File: src/rtl/hilo_mdu.sv
// HI/LO multiply-divide unit: iterative 32x32 shift-add multiplier with
// accumulate/subtract variants and direct HI/LO moves, stalling the pipeline while busy.
package hilo_mdu_pkg;
    typedef enum logic [3:0] {
        OP_NOP, OP_ADD, OP_MUL, OP_MULT, OP_MULTU, OP_MADD, OP_MADDU,
        OP_MSUB, OP_MSUBU, OP_MTHI, OP_MTLO, OP_MFHI, OP_MFLO
    } Oper_t;
endpackage

module hilo_mdu
    import hilo_mdu_pkg::*;
(
    input  logic        clk,
    input  logic        rst_n,
    input  logic        op_valid,
    input  Oper_t       op,
    input  logic [31:0] rs_data,
    input  logic [31:0] rt_data,
    input  logic        flush,
    output logic        stall_req,
    output logic        busy,
    output logic        done,
    output logic [31:0] hi,
    output logic [31:0] lo
);
    typedef enum logic [1:0] {IDLE, CALC, WRITE} state_t;
    typedef enum logic [1:0] {K_MUL, K_ADD, K_SUB} kind_t;

    state_t      state_q, state_d;
    kind_t       kind_q, kind_d;
    logic [63:0] mcand_q, mcand_d;
    logic [63:0] acc_q, acc_d;
    logic [31:0] mplier_q, mplier_d;
    logic [31:0] hi_q, hi_d, lo_q, lo_d;
    logic [4:0]  cnt_q, cnt_d;
    logic        neg_q, neg_d;

    logic        is_mul, is_signed;
    kind_t       op_kind;
    logic [31:0] mag_a, mag_b;
    logic [63:0] prod, hilo_next;

    always_comb begin
        is_mul    = 1'b0;
        is_signed = 1'b0;
        op_kind   = K_MUL;
        case (op)
            OP_MULT:  begin is_mul = 1'b1; is_signed = 1'b1; end
            OP_MULTU: begin is_mul = 1'b1; end
            OP_MADD:  begin is_mul = 1'b1; is_signed = 1'b1; op_kind = K_ADD; end
            OP_MADDU: begin is_mul = 1'b1; op_kind = K_ADD; end
            OP_MSUB:  begin is_mul = 1'b1; is_signed = 1'b1; op_kind = K_SUB; end
            OP_MSUBU: begin is_mul = 1'b1; op_kind = K_SUB; end
            default:  ;
        endcase
    end

    // Signed ops multiply magnitudes; the sign is reapplied at commit.
    assign mag_a = (is_signed && rs_data[31]) ? (~rs_data + 32'd1) : rs_data;
    assign mag_b = (is_signed && rt_data[31]) ? (~rt_data + 32'd1) : rt_data;

    always_comb begin
        state_d  = state_q;
        kind_d   = kind_q;
        mcand_d  = mcand_q;
        acc_d    = acc_q;
        mplier_d = mplier_q;
        hi_d     = hi_q;
        lo_d     = lo_q;
        cnt_d    = cnt_q;
        neg_d    = neg_q;

        prod = neg_q ? (~acc_q + 64'd1) : acc_q;
        case (kind_q)
            K_ADD:   hilo_next = {hi_q, lo_q} + prod;
            K_SUB:   hilo_next = {hi_q, lo_q} - prod;
            default: hilo_next = prod;
        endcase

        if (flush) begin
            state_d = IDLE;
        end else begin
            case (state_q)
                IDLE: begin
                    if (op_valid && is_mul) begin
                        state_d  = CALC;
                        mcand_d  = {32'd0, mag_a};
                        mplier_d = mag_b;
                        neg_d    = is_signed & (rs_data[31] ^ rt_data[31]);
                        kind_d   = op_kind;
                        acc_d    = 64'd0;
                        cnt_d    = 5'd0;
                    end else if (op_valid && op == OP_MTHI) begin
                        hi_d = rs_data;
                    end else if (op_valid && op == OP_MTLO) begin
                        lo_d = rs_data;
                    end
                end
                CALC: begin
                    if (mplier_q[0]) begin
                        acc_d = acc_q + mcand_q;
                    end
                    mcand_d  = mcand_q << 1;
                    mplier_d = mplier_q >> 1;
                    cnt_d    = cnt_q + 5'd1;
                    if (cnt_q == 5'd31) begin
                        state_d = WRITE;
                    end
                end
                WRITE: begin
                    {hi_d, lo_d} = hilo_next;
                    state_d      = IDLE;
                end
                default: state_d = IDLE;
            endcase
        end
    end

    always_ff @(posedge clk or negedge rst_n) begin
        if (!rst_n) begin
            state_q  <= IDLE;
            kind_q   <= K_MUL;
            mcand_q  <= 64'd0;
            acc_q    <= 64'd0;
            mplier_q <= 32'd0;
            hi_q     <= 32'd0;
            lo_q     <= 32'd0;
            cnt_q    <= 5'd0;
            neg_q    <= 1'b0;
        end else begin
            state_q  <= state_d;
            kind_q   <= kind_d;
            mcand_q  <= mcand_d;
            acc_q    <= acc_d;
            mplier_q <= mplier_d;
            hi_q     <= hi_d;
            lo_q     <= lo_d;
            cnt_q    <= cnt_d;
            neg_q    <= neg_d;
        end
    end

    // WRITE drops the stall so the held instruction retires as HI/LO commit.
    assign stall_req = ((state_q == IDLE) && op_valid && is_mul) || (state_q == CALC);
    assign busy      = (state_q != IDLE);
    assign done      = (state_q == WRITE) && !flush;
    assign hi        = hi_q;
    assign lo        = lo_q;
endmodule

File: config.mk
export PLATFORM = sky130hd
export DESIGN_NAME = hilo_mdu
export DESIGN_NICKNAME = d
export VERILOG_FILES = /design/src/rtl/hilo_mdu.sv
export SDC_FILE = /design/constraint.sdc
export NUM_CORES = 1
export LEC_CHECK = 0
export CAP_MARGIN = 25
export CELL_PAD_IN_SITES_DETAIL_PLACEMENT = 1
export CELL_PAD_IN_SITES_GLOBAL_PLACEMENT = 1
export CORE_UTILIZATION = 41
export CTS_CLUSTER_DIAMETER = 80
export DETAILED_ROUTE_END_ITERATION = 6
export PLACE_DENSITY = 0.74
export SLEW_MARGIN = 5
export SYNTH_ARGS = -nofsm -noshare
export SYNTH_HDL_FRONTEND = slang
export SYNTH_SLANG_ARGS = --single-unit
export TNS_END_PERCENT = 10
File: constraint.sdc
create_clock -name clk -period 5.6 [get_ports clk]
set_input_delay 1.4 -clock clk [delete_from_list [all_inputs] [get_ports clk]]
set_output_delay 1.4 -clock clk [all_outputs]
set_load 0.01 [all_outputs]
==> flow_summary.yaml <==
placed_design:
  finalWeightedCongestion: 0.974
  io_buffers: 138
  dp_hpwl_um: 73000
  dpl-instance-area_um2: 27200
  place_inst: 3970
sta:
  tns_ns: -1.26
  skew_ns: 0.0365
  hold_viol_final: 0
  rsz0062_at_grt: "true"
  slew_violations: 0
  fin_crit_ns: 5.80
  layout_worst_path_cycle_share: 1.04
  timing.fmax_mhz: 172
  tightest_slew_ns: 1.16
  max_slew_margin: 0.217
  fin_hold_ws_ns: 0.470
  setup_viol: 11
  fin_ws_ns: -0.198
yosys:
  synth.distinct_cells: 90
  synth_most_common_cell: "nand2_1"
  yosysTopAreaCellShare: 0.265
  synth_area_leaders: "dfrtp_1, ha_1, a21oi_1"
  syn_inst: 2876
  yosysSeqAreaShare: 0.265
  ys_ff_latch: 234
  syn-num-nets: 3083
  avgSynthCellArea_um2: 7.68
  synth_common_cells: "nand2_1, a21oi_1, o21ai_0, dfrtp_1, nor2_1"
  yosysTopAreaCell: "dfrtp_1"
  synth_edf_count: 0
  synth-async-reset-ratio: 1.00
  synth_warnings: 0
  syn_area_um2: 22100
  synthFlopType: "dfrtp_1"
critical_path:
  criticalPathCategory: "reg2reg"
  arrival_ns: 6.22
  r2r_setup_slack_ns: -0.20
  timing.critical_path.to: "hi[29]$_DFFE_PN0P_"
  required_ns: 6.03
  slowest_delay_ns: 0.57
  cpMostUsedCell: "buf_4"
  cp_slowest_cell: "or4_4"
  worstSetupStartpoint: "acc_q[17]$_DFFE_PN0P_"
  cp-start-kind: "flop"
  timing.rr.end: "hi[29]$_DFFE_PN0P_"
  r2r_start: "acc_q[17]$_DFFE_PN0P_"
  r2r_cells: 22
  worst_setup_path_end_kind: "flop"
  cp_max_fo: 5
  crit_chain: "nor4_4, buf_4, buf_4, and4_1, a41oi_2, xor2_1, or4_4, nand4b_1, buf_4, or4_4, nor2_4, nor2_2, xor2_1, ha_1, buf_4, nand3_1, or4_1, o211ai_1, a21oi_1, o31ai_1, xnor2_1, o221ai_1"
layout:
  layoutNonFillerInstCount: 4071
  seq_area_um2: 5860
  multi_input_area_um2: 16000
  insertedDiodeCount: 0
  area_delta_synth_final_pct: 32.4
  final_area_um2: 29300
  nFillCells: 6498
  final_nets: 3568
  final_layout_size_suffix_gt1_frac: 0.208
detailed_routing:
  vias_per_cell: 6.07
  drt-pass1-iter-count: 7
  drtIter0Drc: 1576
  routed_wl_um: 94900
  route.detailed.drc: 11
  vias: 24699
  postRouteAntennaNets: 0
  wire_per_inst_um: 23.3
global_routing:
  grt_pass1_wl_um: 147000
  overflow: 0
  grt_pass1_vias: 25109
  grt_usage: 0.344
  antenna_found_initial: 1
  grt_max_degree: 94
clock_tree:
  htree_levels: 2
  hold_buffers: 0
  clk_pin_slew_ns: 0.06
  cts_buffers: 35
  insertion_delay_ns: 0.57
  cts_buffer_depth: 3
  cts_tree: "built"
  cts_num_sinks: 234
  cts_root_buffer: "clkbuf_16"
outcome:
  outcome: "complete, but fails checks"
  failed_checks: "design-rule violations, negative setup slack"
hold_path:
  hold_path.class: "reg2reg"
  holdPathStages: 2
floorplanning:
  die_w_um: 234
  ioPinCount: 139
  rows: 84
  dieArea_um2: 54800
  start_util: 0.418
  core_um2: 52900
  die_y_um: 234
pwr:
  ir_worst_vdd_uv: 307
  power_leakage_nw: 13.2
  p_per_area_nw_per_um2: 557
run:
  maxCapViolCount: 0
==> cells by family after synthesis <==
family          after synthesis  share of synthesized area
compound gates             1027                      0.289
xor+xnor                    285                      0.114
fa+ha+maj                   135                     0.0771
buf+inv                     236                     0.0408
flops                       234                      0.265
mux                          12                    0.00555
simple gates                947                      0.208
==> per-stage QoR <==
| stage | utilization | setup slack, ns | power (W) |
|---|---|---|---|
| 2_1_floorplan | - | -0.0280 | 0.00809 |
| 3_3_place_gp | 0.514 | -0.310 | 0.0126 |
| 3_5_place_dp | 0.514 | -0.533 | 0.0129 |
| 4_1_cts | 0.547 | -0.105 | 0.0158 |
| 5_1_grt | 0.554 | -0.434 | 0.0173 |
| 6_report | 0.554 | -0.198 | 0.0163 |
==> where the power goes <==
| part | total (W) | internal, W | switching (W) | leakage (nW) |
|---|---|---|---|---|
| clock network | 0.00234 | 0.00143 | 0.000920 | 0.574 |
| registers | 0.00232 | 0.00199 | 0.000337 | 3.08 |
| logic | 0.0116 | 0.00537 | 0.00625 | 9.56 |
==> cell type report <==
cell class              count  share of cell area
inverters                  68             0.00872
multi-input cells        2406               0.548
repair buffers            616               0.173
clock inverters            19             0.00902
flip-flops and latches    234               0.200
well taps                 688              0.0294
clock buffers              40              0.0316
==> per-layer routing <==
metal | vias up | track usage | wire (um)
met5 | - | 0 | 0
met4 | 0 | 0.116 | 3100
met3 | 141 | 0.0428 | 5210
met2 | 704 | 0.559 | 43700
met1 | 12391 | 0.469 | 42800
li1 | 11463 | - | -
==> sequential cells by signal, summed over array words and instances, names as in the netlist <==
name / cells
lo: 32
kind_q: 2
mplier_q: 32
cnt_q: 5
mcand_q: 64
neg_q: 1
state_q: 2
hi: 32
acc_q: 64
==> repair_timing <==
action,in CTS,in global routing
gates resized for setup,77,70
endpoints found under the setup margin,26,31
setup buffers,34,8
pin swaps,30,16
endpoints found under the hold margin,0,0
cloned,0,0
==> worst max-delay path, delay by kind of cell (launching register included) <==
kind | cells | cell delay, ns
buf+inv | 4 | 0.62
fa+ha+maj | 1 | 0.33
compound gates | 5 | 1.11
simple gates | 9 | 2.65
xor+xnor | 3 | 0.52
flops | 1 | 0.41
==> cell usage in the layout, fill, tap and decap left out, types with 65 or more instances in the layout <==
cell type	instances
buf_4	467
nand2_1	332
a21oi_1	289
o21ai_0	280
dfrtp_1	230
nor2_1	213
xnor2_1	154
clkdlybuf4s50_1	137
ha_1	130
xor2_1	126
a21o_1	81
inv_1	65
==> worst min path at each step <==
stage / start / end / slack [ns]
final: mplier_q[2]$_DFFE_PN0P_ / mplier_q[2]$_DFFE_PN0P_ / 0.47
after global routing: mplier_q[1]$_DFFE_PN0P_ / mplier_q[1]$_DFFE_PN0P_ / 0.50
after CTS: mplier_q[2]$_DFFE_PN0P_ / mplier_q[2]$_DFFE_PN0P_ / 0.48
after detailed placement: mplier_q[2]$_DFFE_PN0P_ / mplier_q[2]$_DFFE_PN0P_ / 0.46
after global placement: mplier_q[31]$_DFFE_PN0P_ / mplier_q[31]$_DFFE_PN0P_ / 0.46
after floorplan: mplier_q[2]$_DFFE_PN0P_ / mplier_q[2]$_DFFE_PN0P_ / 0.44
Note: power is estimated with default switching activity, not from simulation.
